### src/rtl/fsk_nco_mod_pkg.sv
// Shared modem constants: sample format, PN7 generator taps and the bit window
// length that the demodulator also uses.
package fsk_nco_mod_pkg;

  localparam int unsigned SAMPLE_W        = 11;
  localparam logic [SAMPLE_W-1:0] MIDSCALE = 11'd1024;
  localparam int unsigned AMP_W           = 10;
  localparam logic [AMP_W-1:0] AMP        = 10'd1023;
  localparam int unsigned PHASE_W         = 10;
  localparam int unsigned QROM_DEPTH      = 256;

  localparam int unsigned PN_LEN    = 7;
  localparam int unsigned PN7_TAP_A = 6;
  localparam int unsigned PN7_TAP_B = 5;

  localparam int unsigned DEFAULT_BIT_LEN = 2048;

  typedef struct packed {
    logic code;
    logic strobe;
  } pipe_tag_t;

  // x^7 + x^6 + 1, shifting towards the MSB; the transmitted bit is s[0].
  function automatic logic [PN_LEN-1:0] pn7_next(input logic [PN_LEN-1:0] s);
    return {s[PN_LEN-2:0], s[PN7_TAP_A] ^ s[PN7_TAP_B]};
  endfunction

endpackage

### src/rtl/sine_qrom.sv
// Quarter-wave sine ROM, 256 x 10, registered read. Contents are
// round(1023*sin(pi*k/512)) built at elaboration time.
module sine_qrom
  import fsk_nco_mod_pkg::*;
(
  input  logic             clk,
  input  logic             rst_n,
  input  logic             en,
  input  logic [7:0]       addr,
  output logic [AMP_W-1:0] data
);

  // Taylor series to x^17 keeps the error far below half an LSB up to pi/2.
  function automatic logic [QROM_DEPTH*AMP_W-1:0] gen_table();
    logic [QROM_DEPTH*AMP_W-1:0] r;
    real x;
    real term;
    real s;
    r = '0;
    for (int unsigned k = 0; k < QROM_DEPTH; k++) begin
      x    = 3.14159265358979323846 * real'(k) / 512.0;
      s    = x;
      term = x;
      for (int unsigned n = 1; n < 9; n++) begin
        term = -term * x * x / real'((2 * n) * (2 * n + 1));
        s    = s + term;
      end
      r[k*AMP_W +: AMP_W] = AMP_W'($rtoi(1023.0 * s + 0.5));
    end
    return r;
  endfunction

  localparam logic [QROM_DEPTH*AMP_W-1:0] TABLE = gen_table();

  always_ff @(posedge clk or negedge rst_n) begin
    if (!rst_n) begin
      data <= '0;
    end else if (en) begin
      data <= TABLE[addr*AMP_W +: AMP_W];
    end
  end

endmodule

### src/rtl/fsk_nco_mod.sv
// Continuous-phase 2FSK modulator: PN7 bit source, NCO phase accumulator and
// quarter-wave sine lookup, with code/bit_strobe aligned to the sample.
module fsk_nco_mod
  import fsk_nco_mod_pkg::*;
#(
  parameter int unsigned       ACC_W   = 16,
  parameter logic [ACC_W-1:0]  F0      = 16'd128,
  parameter logic [ACC_W-1:0]  F1      = 16'd512,
  parameter int unsigned       BIT_LEN = DEFAULT_BIT_LEN,
  parameter logic [PN_LEN-1:0] PN_SEED = 7'h7F
) (
  input  logic                clk,
  input  logic                rst_n,
  input  logic                en,
  output logic [SAMPLE_W-1:0] data_module,
  output logic                code,
  output logic                bit_strobe
);

  localparam int unsigned CNT_W = $clog2(BIT_LEN);

  logic [CNT_W-1:0]    bit_cnt;
  logic [ACC_W-1:0]    acc;
  logic [PN_LEN-1:0]   lfsr;
  logic [PHASE_W-1:0]  phase;
  logic [1:0]          quad;
  logic [7:0]          idx;
  logic [7:0]          rom_addr;
  logic [AMP_W-1:0]    rom_data;
  logic                s1_neg;
  logic                s1_peak;
  pipe_tag_t           s1_tag;
  logic [SAMPLE_W-1:0] mag;

  // S0: bit timer, PN source and phase accumulator (never cleared per bit).
  always_ff @(posedge clk or negedge rst_n) begin
    if (!rst_n) begin
      bit_cnt <= '0;
      acc     <= '0;
      lfsr    <= PN_SEED;
    end else if (en) begin
      bit_cnt <= bit_cnt + CNT_W'(1);
      acc     <= acc + (lfsr[0] ? F1 : F0);
      if (&bit_cnt) begin
        lfsr <= pn7_next(lfsr);
      end
    end
  end

  assign phase = acc[ACC_W-1 -: PHASE_W];
  assign quad  = phase[9:8];
  assign idx   = phase[7:0];

  // Odd quadrants read the table mirrored; 256-i wraps to 0 at i=0, which is
  // the peak and is substituted with AMP one stage later.
  assign rom_addr = quad[0] ? 8'(8'd0 - idx) : idx;

  sine_qrom u_qrom (
    .clk   (clk),
    .rst_n (rst_n),
    .en    (en),
    .addr  (rom_addr),
    .data  (rom_data)
  );

  assign mag = {1'b0, s1_peak ? AMP : rom_data};

  // S1 sign/peak/tag alongside the ROM read, then S2 output register.
  always_ff @(posedge clk or negedge rst_n) begin
    if (!rst_n) begin
      s1_neg      <= 1'b0;
      s1_peak     <= 1'b0;
      s1_tag      <= '{code: PN_SEED[0], strobe: 1'b0};
      data_module <= MIDSCALE;
      code        <= PN_SEED[0];
      bit_strobe  <= 1'b0;
    end else if (en) begin
      s1_neg      <= quad[1];
      s1_peak     <= quad[0] && (idx == '0);
      s1_tag      <= '{code: lfsr[0], strobe: (bit_cnt == '0)};
      data_module <= s1_neg ? (MIDSCALE - mag) : (MIDSCALE + mag);
      code        <= s1_tag.code;
      bit_strobe  <= s1_tag.strobe;
    end
  end

endmodule

### config.mk
export PLATFORM = sky130hd
export DESIGN_NAME = fsk_nco_mod
export DESIGN_NICKNAME = d
export VERILOG_FILES = /design/src/rtl/fsk_nco_mod_pkg.sv /design/src/rtl/sine_qrom.sv /design/src/rtl/fsk_nco_mod.sv
export SDC_FILE = /design/constraint.sdc
export NUM_CORES = 1
export LEC_CHECK = 0
export CORE_ASPECT_RATIO = 1.2
export CORE_MARGIN = 2
export CORE_UTILIZATION = 63
export DETAILED_ROUTE_END_ITERATION = 8
export PLACE_DENSITY_LB_ADDON = 0.1
export SETUP_SLACK_MARGIN = 0.15
export SYNTH_ARGS = -nofsm -noshare
export SYNTH_HDL_FRONTEND = slang
export SYNTH_SLANG_ARGS = --single-unit
### constraint.sdc
create_clock -name clk -period 4.1 [get_ports clk]
set_input_delay 0.82 -clock clk [delete_from_list [all_inputs] [get_ports clk]]
set_output_delay 0.82 -clock clk [all_outputs]
set_load 0.02 [all_outputs]
# == Word level (Yosys, flattened, before mapping) ==
# Cells that the tools add are included.
# classes
add_sub_neg,5
n_mul,1
n_shift,1
muxes,4
bitwise_logic,1
n_reduce_logical,4
# ops
operator,n
$shiftx 2560x13->10 const A,1
$mux 10,2
$add 16x10->16,1
$reduce_and 12->1,1
$add 11x1->11 const B,1
$add 11x10->11 const A,1
$logic_not 11->1,1
$mul 8x3->11 const B,1
$mux 11,1
$sub 11x10->11 const A,1
$logic_not 8->1,1
$mux 8,1
$sub 1x8->8 const A,1
$logic_and 1x1->1,1
$xor 1x1->1,1
# word_totals
regBits,61
inputBits,3
word_cells,27

# == Longest topological paths before layout ==
# logic_depth
depth_word,4
mapped_depth,14
depth_no_buf,12

# == By module ==
# Synthesis repeated with hierarchy kept, for this count alone.
# hier_totals
cells_unflattened,622
area_unflattened_um2,4926.0
# by_module_without_submodules
mod,n_inst,cells_per_inst,area_per_inst_um2,seq_area_each_um2
sine_qrom,1,409,2696.3,250.2
fsk_nco_mod,1,213,2229.6,1113.6

# == Worst setup path after synthesis ==
# Ideal clock, no wire load.
# synth_timing
kind,register to register
startpoint,register acc[7]
endpoint,register u_qrom.data[5]
arrival_ns,3.208
t_required_ns,3.971
slack_ns,0.763
stages_incl_launch_ff,14
path_buffers,2
cell_sequence,dfrtp_1 clkbuf_1 inv_1 ha_1 nand2_1 o21ai_1 ha_1 clkbuf_1 and4b_1 a311oi_1 a21oi_1 a311oi_1 a211oi_1 a2111o_1
# synth_via
elab_chain_len,4
# synth_rtl
item,line_no,source
start: declaration,fsk_nco_mod.sv:23,logic [ACC_W-1:0] acc;
start signal: assignment,fsk_nco_mod.sv:43,acc <= acc + (lfsr[0] ? F1 : F0);
$sub 1x8->8,fsk_nco_mod.sv:56,assign rom_addr = quad[0] ? 8'(8'd0 - idx) : idx;
$mux 8 (*),fsk_nco_mod.sv:56,
$mul 8x3->11 (*),sine_qrom.sv:39,data <= TABLE[addr*AMP_W +: AMP_W];
$shiftx 2560x13->10 (*),sine_qrom.sv:39,
end signal: assignment,sine_qrom.sv:39,
end: declaration,sine_qrom.sv:10,output logic [AMP_W-1:0] data
# Every way passes the cells marked *; elsewhere a longest branch is shown, timed or not.
# A chain may end at the register's enable or synchronous reset.

# == Worst setup path in the final report ==
# layout_timing
startpoint,register acc[7]
endpoint,register u_qrom.data[1]
# Same word-level chain as after synthesis.

==> out/results.ini <==
[clock_network]
cts.repair.resized=0
clock_sinks=54
numCtsBuffers=5
clockBufferDepth=2
h-tree-depth=2
cts_hold_buf=0
cts_setup_buffers=0
cts_tree=yes
cts-root-buf=clkbuf_8
clock_latency_ps=320
path_clk_slew_ps=110

[layout]
fillers=653
fin_nets=618
antenna_cells=0
fin_cells=688
drive_gt1_share_pct=11.9
syn_to_final_growth_pct=5.50

[power_and_ir_drop]
pwr-share-clk_pct=8.3
combPwrFrac_pct=70.2
peakVddDrop_mv=0.896
leakagePower_nw=2.11
switching_power_mw=2.50
power.density_nw_per_um2=884
internal_power_mw=2.17
p_sw_share_pct=53.5
seqPwrFrac_pct=21.5

[floorplanning]
rows=35
initial_core_util_pct=64.9
core_area_sq_um=7710
dieArea_sq_um=8670
ios=16
die_w_microns=85.3
die_y_microns=102

[yosys]
yosysSeqAreaShare_pct=27.3
synth-edff-count=0
synth_top_area_share_pct=22.0
yosysMostFrequentCell=nand2_1
synthFlopType=dfrtp_1
yosysWarnings=0
synth_commonest_cells=nand2_1, nor2_1, dfrtp_1
ys_types=86
synth_cells=611
async_flop_share_pct=100
syn_nets=634
yosysTopAreaCell=dfrtp_1
synth_top_cells_by_area=dfrtp_1, dfstp_2, nand2_1
synth_seq_cells=54
syn_area_sq_um=5000
syn_avg_cell_area_sq_um=8.19

[drt]
route.vias.total=4960
route.detailed.drc=0
wire_per_inst_microns=22.6
firstDrtPassIters=5
ant_nets=0
drt_iter0_drc=585
routed_via_density=7.21
wl_microns=15500

[flow_run]
max_cap_violations=0

[setup_path]
critPathKind=reg2reg
critPathLaunchType=register
end_kind=register
slowest_delay_ps=650
cp.arrival_ps=3670
crit_slowest_cell=ha_1
crit_chain=inv_1, ha_1, or3b_1, a211o_1, buf_4, nor3_1, o41ai_1, o32a_1
worst_ep_required_time_ps=4310
critPathBufInv=2
critical_path_peak_fanout=19
crit_family=compound AO/OA/AOI/OAI gates

[global_routing]
grt_pass1_vias=4706
grt_antenna_before_repair=0
grt_pass1_wl_microns=25100
grt_use_total_pct=36.1
overflow=0
grt_max_degree=41

[timing]
slew_headroom_pct=35.8
finalSetupViolCount=0
worst_pin_slew_ps=960
min_period_ps=3460
grt_setup_unrepaired=no
hold_violations=0
final_max_slew_viol_count=0
finClkSkew_ps=12.6
fmax_ghz=0.289
period_share_pct=84.3
fin_hold_ws_ps=476
fin_setup_tns_ps=0

[placed_design]
hpwl_microns=10800
dp_cells=680
gp_congestion=1.02
port_buffers=15

[worst_hold_path]
hold_path_class=reg2reg

[run_status]
outcome=finished clean

## cell families after synthesis
logic type      after synthesis  share of synthesized area, %
fa+ha+maj                    20                          5.00
flops                        54                          27.3
simple gates                198                          19.7
xor+xnor                     38                          6.81
mux                          28                          6.03
compound gates              199                          28.9
buf+inv                      74                          6.28
## cell usage in the layout, fill, tap and decap left out, types with 5 or more instances in the layout
cell type / instances
a31oi_1: 14
xnor2_1: 18
nor2_1: 47
or3_1: 6
nand2b_1: 7
nand2_1: 68
mux2_2: 17
o211ai_1: 9
clkdlybuf4s50_1: 13
o21ai_0: 31
a22oi_1: 9
buf_4: 18
a211oi_1: 16
ha_1: 20
a21o_1: 6
a221oi_1: 6
a21oi_1: 28
nor3_1: 12
dfstp_2: 10
a211o_1: 6
nand3_1: 8
nand4_1: 5
o22ai_1: 8
dfrtp_1: 44
inv_1: 16
a311oi_1: 6
xor2_1: 18
nor3b_1: 5
mux2i_1: 11
clkbuf_8: 5
nor2b_1: 11
## power groups by stage
stage	clock, mW	combinational, mW	sequential (mW)
4_1_cts	0.385	3.17	0.997
3_5_place_dp	0	3.15	1.01
3_3_place_gp	0	3.15	0.993
2_1_floorplan	0	2.37	0.920
5_1_grt	0.403	3.51	1.04
6_report	0.386	3.27	1.01
## worst paths after layout
check / slack (ps) / end / start / cells after the start
worst max-delay path: 640 / u_qrom.data[1] / acc[7] / 8
worst min-delay path: 480 / acc[15] / acc[15] / 1
worst max register to register: 640 / u_qrom.data[1] / acc[7] / 8
worst min register to register: 480 / acc[15] / acc[15] / 1
max in group asynchronous: 2660 / lfsr[1] / rst_n / 2
min in group asynchronous: 600 / data_module[3] / rst_n / 1
## stage by stage
step / instance area, sq um / total power, mW / utilization [%] / setup WS (ps)
floorplan: 5000 / 3.29 / - / 763
global placement: 5160 / 4.14 / 66.9 / 791
detailed placement: 5160 / 4.16 / 66.9 / 735
CTS: 5280 / 4.56 / 68.5 / 695
global route: 5280 / 4.95 / 68.5 / 493
finish: 5280 / 4.66 / 68.5 / 643
## sequential cells by signal (all words and copies together), names as in the netlist
register and cells:
code 1, s1_peak 1, data_module 11, s1_neg 1, bit_strobe 1, acc 9, u_qrom.data 10, lfsr 7
bit_cnt 11, s1_tag 2
## metal layers
layer	up-vias	wire length [microns]	global-route usage, %	share of wire [%]
met5	-	0	0	0
met4	0	851	18.6	5.5
met3	70	1340	3.75	8.6
met2	297	7270	58.8	47
met1	2351	6080	47.5	39
li1	2242	-	-	-
## area by class of cell
| class | count | area (sq um) | area share (%) |
|---|---|---|---|
| Tap cell | 92 | 115 | 2.18 |
| Clock buffer | 5 | 68.8 | 1.30 |
| Timing Repair Buffer | 33 | 275 | 5.22 |
| Clock inverter | 3 | 47.5 | 0.901 |
| Multi-Input combinational cell | 483 | 3340 | 63.3 |
| Sequential cell | 54 | 1360 | 25.8 |
| Inverter | 18 | 67.6 | 1.28 |
Power figures use the tool's default switching activity.
